## config.mk

```make
export PLATFORM = sky130hd
export DESIGN_NAME = alu_cmd_sequencer
export DESIGN_NICKNAME = d
export VERILOG_FILES = /design/src/rtl/alu_cmd_sequencer.sv
export SDC_FILE = /design/constraint.sdc
export NUM_CORES = 1
export LEC_CHECK = 0
export CAP_MARGIN = 20
export CORE_MARGIN = 5
export CORE_UTILIZATION = 53
export CTS_CLUSTER_SIZE = 28
export DETAILED_ROUTE_END_ITERATION = 10
export GPL_ROUTABILITY_DRIVEN = 0
export MAX_ROUTING_LAYER = met4
export PLACE_DENSITY = 0.79
export SETUP_SLACK_MARGIN = 0.2
export SYNTH_ARGS = -nofsm -noshare
export SYNTH_HDL_FRONTEND = slang
export SYNTH_SLANG_ARGS = --single-unit
```

## constraint.sdc

```tcl
create_clock -name clk -period 3.2 [get_ports clk]
set_clock_uncertainty 0.15 [all_clocks]
set_input_delay 0.64 -clock clk [delete_from_list [all_inputs] [get_ports clk]]
set_output_delay 0.64 -clock clk [all_outputs]
set_load 0.05 [all_outputs]
```

## src/rtl/alu_cmd_sequencer.sv

```systemverilog
// Command FIFO and issue stage in front of the 8-bit registered ALU.
// Each result is captured two edges after issue and returned tagged with its opcode.
`timescale 1ns/1ps
module alu_cmd_sequencer #(
  parameter int DEPTH = 4,
  parameter int AW    = 2
) (
  input  logic          clk,
  input  logic          rst_n,
  input  logic          cmd_valid,
  output logic          cmd_ready,
  input  logic [3:0]    cmd_op,
  input  logic [7:0]    cmd_a,
  input  logic [7:0]    cmd_b,
  input  logic          halt,
  output logic [7:0]    alu_in1,
  output logic [7:0]    alu_in2,
  output logic [3:0]    alu_op,
  input  logic [7:0]    alu_out,
  output logic          res_valid,
  output logic [7:0]    res_data,
  output logic [3:0]    res_op,
  output logic [AW:0]   fifo_count,
  output logic [15:0]   issue_cnt
);

  localparam logic [3:0]  OP_HOLD  = 4'd15;
  localparam logic [AW:0] CNT_FULL = (AW+1)'(DEPTH);

  logic [3:0]    r_mem_op [DEPTH];
  logic [7:0]    r_mem_a  [DEPTH];
  logic [7:0]    r_mem_b  [DEPTH];
  logic [AW-1:0] r_wr_ptr;
  logic [AW-1:0] r_rd_ptr;
  logic [AW:0]   r_count;

  logic          w_push;
  logic          w_pop;

  logic [7:0]    r_alu_in1;
  logic [7:0]    r_alu_in2;
  logic [3:0]    r_alu_op;
  logic [15:0]   r_issue_cnt;

  logic          r_vld_p1;
  logic [3:0]    r_op_p1;
  logic          r_vld_p2;
  logic [3:0]    r_op_p2;

  logic          r_res_valid;
  logic [7:0]    r_res_data;
  logic [3:0]    r_res_op;

  // Ready depends only on the registered count, so a full FIFO refuses a push
  // even when the head is popped on the same edge.
  assign w_push = cmd_valid && (r_count != CNT_FULL);
  assign w_pop  = (r_count != '0) && !halt;

  // Command storage (data only, no reset)
  always_ff @(posedge clk) begin
    if (w_push) begin
      r_mem_op[r_wr_ptr] <= cmd_op;
      r_mem_a[r_wr_ptr]  <= cmd_a;
      r_mem_b[r_wr_ptr]  <= cmd_b;
    end
  end

  // FIFO pointers and occupancy
  always_ff @(posedge clk or negedge rst_n) begin
    if (!rst_n) begin
      r_wr_ptr <= '0;
      r_rd_ptr <= '0;
      r_count  <= '0;
    end else begin
      if (w_push) r_wr_ptr <= r_wr_ptr + AW'(1);
      if (w_pop)  r_rd_ptr <= r_rd_ptr + AW'(1);
      case ({w_push, w_pop})
        2'b10:   r_count <= r_count + (AW+1)'(1);
        2'b01:   r_count <= r_count - (AW+1)'(1);
        default: r_count <= r_count;
      endcase
    end
  end

  // Stage p1: issue to the ALU; operands hold while op idles at hold
  always_ff @(posedge clk or negedge rst_n) begin
    if (!rst_n) begin
      r_alu_in1   <= '0;
      r_alu_in2   <= '0;
      r_alu_op    <= OP_HOLD;
      r_vld_p1    <= 1'b0;
      r_issue_cnt <= '0;
    end else begin
      r_vld_p1 <= w_pop;
      if (w_pop) begin
        r_alu_in1   <= r_mem_a[r_rd_ptr];
        r_alu_in2   <= r_mem_b[r_rd_ptr];
        r_alu_op    <= r_mem_op[r_rd_ptr];
        r_issue_cnt <= r_issue_cnt + 16'd1;
      end else begin
        r_alu_op    <= OP_HOLD;
      end
    end
  end

  // Opcode tags travel without reset; the valid flags decide whether they matter
  always_ff @(posedge clk) begin
    if (w_pop) r_op_p1 <= r_mem_op[r_rd_ptr];
    r_op_p2 <= r_op_p1;
  end

  // Stage p2 mirrors the ALU output register; result capture follows it
  always_ff @(posedge clk or negedge rst_n) begin
    if (!rst_n) begin
      r_vld_p2    <= 1'b0;
      r_res_valid <= 1'b0;
      r_res_data  <= '0;
      r_res_op    <= '0;
    end else begin
      r_vld_p2    <= r_vld_p1;
      r_res_valid <= r_vld_p2;
      if (r_vld_p2) begin
        r_res_data <= alu_out;
        r_res_op   <= r_op_p2;
      end
    end
  end

  assign cmd_ready  = (r_count != CNT_FULL);
  assign alu_in1    = r_alu_in1;
  assign alu_in2    = r_alu_in2;
  assign alu_op     = r_alu_op;
  assign res_valid  = r_res_valid;
  assign res_data   = r_res_data;
  assign res_op     = r_res_op;
  assign fifo_count = r_count;
  assign issue_cnt  = r_issue_cnt;

endmodule

```

==> flow_summary.toml <==
[timing]
tightest_slew_ns = 0.986
slew_violations = 0
max_slew_margin_pct = 34.3
holdWs_ns = 0.184
hold_viol = 0
post-route-min-period_ns = 2.85
tns_ns = 0
setup_viol = 0
rsz0062_at_grt = "false"
fin_crit_sh_pct = 89.1
max_freq_ghz = 0.351

[grt]
grt_usage_pct = 17.5
grt_pass1_vias = 3050
grt_pass1_wl_um = 16200
antenna_found_initial = 0
grt_overflow = 0
grt_start_max_net_pins = 32

[worst_setup_path]
cpPeakStageDelay_ns = 0.83
path_max_fanout = 6
r2r-start = "fifo_count[0]"
crit_arrival_ns = 2.06
critical_path_required_ns = 2.41
critPathKind = "reg2out"
timing.critical_path.buf_inv = 2
cp_top_family = "buffers and inverters"
crit_chain = "inv_1 -> nand3_1 -> clkdlybuf4s50_1"
crit_path_end_kind = "output port"
rrSetupSlack_ns = 0.89
reg2reg_to = "fifo_count[2]"
cp-start-kind = "flip-flop"
cp_slowest_cell = "clkdlybuf4s50_1"
r2r_cells = 10

[yosys]
synth_top_cells_by_count = "edfxtp_1, dfrtp_1, mux2_2"
synth_top_cell_area_share_pct = 46.2
muxShareOfSynthArea_pct = 15.1
synth-xor-area-share_pct = 3.37
yosysWarningCount = 0
yosys.area_share.simple_pct = 4.08
synth-compound-area-share_pct = 0
yosysMostFrequentCell = "edfxtp_1"
syn-cell-area_sq_um = 5460
ys.flop_type = "edfxtp_1"
syn_nets = 315
syn_avg_cell_area_sq_um = 19.8
ys_types = 29
synth_fa_ha_area_share_pct = 1.74
synth.area.top_cells = "edfxtp_1, dfrtp_1, mux2_2, mux4_2, mux4_1"
ys_async_sr_fraction_pct = 39.7
synth_enable_flop_cells = 84
synth_top_area_cell = "edfxtp_1"
synth_top_family_by_area = "multiplexers"
synthCells = 276
ys_ff_latch = 146
yosysSeqAreaShare_pct = 74.3

[route]
routed_via_density = 5.30
wire_per_inst_um = 18.7
drc_errors = 0
drtIter0Drc = 99
firstDrtPassIters = 4
ant_nets = 0
finalWirelength_um = 9870
vias = 2805

[placement]
dp_hpwl_um = 6110
port_buffers = 84

[min_path]
hp-class = "reg2reg"
hold_end = "r_op_p2[3]"
hold_depth = 0
min-delay-start = "r_op_p1[3]"

[clocking]
cts_buffers = 17
cts_tree = "yes"
cts_setup_buffers = 0
ctsRootBufferMaster = "clkbuf_8"
clockBufferDepth = 2
clk_latency_ns = 0.51
clkTransAtPathRegs_ns = 0.06
cts_max_level = 4
clkSinkCount = 146

[die]
design.core.area_sq_um = 10200
start_util_pct = 53.6
die_area_sq_um = 12400
boundaryPins = 85
rows = 37
die_w_um = 112
die_y_um = 112

[final_layout]
fillers = 663
area_growth_pct = 30.0
layout-drive-gt1-share_pct = 22.6
antenna_cells = 0
final_net_count = 419

[run]
cap_violations = 0

[power_and_ir_drop]
peakVddDrop_v = 0.000541
powerDensity_nw_per_um2 = 1050
leakagePower_nw = 2.68

[status]
status = "finished, final reports clean"
==> registers in the layout, indices dropped and copies added (netlist names), 8 cells and up <==
register	flops
res_data	8
alu_in2	8
alu_in1	8
r_mem_op	16
r_mem_b	32
issue_cnt	16
r_mem_a	32
==> area by class of cell <==
cell class,count,area [sq um],share of cell area [%]
clock inverter,9,90.1,1.27
clock buffer,23,514,7.25
multi-input combinational,115,1330,18.8
inverter,7,26.3,0.370
sequential,146,4060,57.2
tap,136,170,2.40
timing repair buffer,93,906,12.8
==> worst reg2reg max path, delay by kind of cell (launching register included) <==
| family | cells | cell delay, ns |
|---|---|---|
| adder cells (fa/ha/maj) | 2 | 0.54 |
| AND/OR/NAND/NOR | 3 | 0.53 |
| flip-flops | 1 | 0.44 |
| XOR/XNOR | 2 | 0.31 |
| buffers and inverters | 3 | 0.26 |
==> routing by layer <==
metal	routed length (um)	vias to the layer above	GRT usage, %
li1	-	1272	-
met1	4190	1435	20.3
met2	5040	89	28.8
met3	565	9	6.20
met4	74	0	5.35
met5	0	-	-
==> cell families after synthesis <==
family,count (synthesis)
DFF,146
and+or+nand+nor,36
buffers and inverters,15
xor gates and xnor gates,21
adders and majority gates,7
muxes,51
==> cells in the final DEF (no fill, tap or decap), drive strengths merged, types with 3 or more instances in the layout <==
cell type      netlist  layout
or3                  4       4
nor3                 3       3
inv                  7      10
edfxtp              84      84
clkbuf               2      23
dfstp                4       4
nand2                4       4
clkdlybuf4s50        0      83
buf                  6       9
mux4                20      20
and3                 5       5
dfxtp                4       4
xnor2               14      14
nand3                4       4
mux2                30      30
xor2                 7       7
clkinv               0       4
nor2                 3       3
ha                   6       6
dfrtp               54      54
nand4                7       7
==> worst max-delay path by stage <==
stage | startpoint | to | depth (start not counted)
global placement | halt | fifo_count[2] | 8
floorplan | fifo_count[2] | fifo_count[2] | 9
finish | fifo_count[0] | cmd_ready | 3
CTS | fifo_count[0] | cmd_ready | 3
global route | fifo_count[0] | cmd_ready | 3
detailed placement | halt | fifo_count[2] | 8
==> power breakdown <==
part	total, mW	leakage, nW	internal (mW)	switching (mW)
sequential	2.92	1.50	2.58	0.337
combinational	2.58	0.884	1.05	1.53
clock	1.94	0.298	1.21	0.737
total	7.44	2.68	4.83	2.61
==> timing repair <==
action,4_1_cts,5_1_grt
endpoints found under the setup margin,0,0
resized for setup,0,0
hold buffers,1,0
hold endpoints to repair,11,0
==> through the flow <==
step	utilization, %	area (sq um)	total power, mW	worst slack [ns]	cells
2_1_floorplan	-	5460	4.67	0.245	276
3_3_place_gp	63.6	6480	5.48	0.556	496
3_5_place_dp	63.6	6480	5.56	0.520	496
4_1_cts	69.7	7100	7.54	0.316	529
5_1_grt	69.7	7100	7.78	0.226	529
6_report	69.7	7100	7.44	0.348	529
Note: power is estimated with default switching activity, not from simulation.
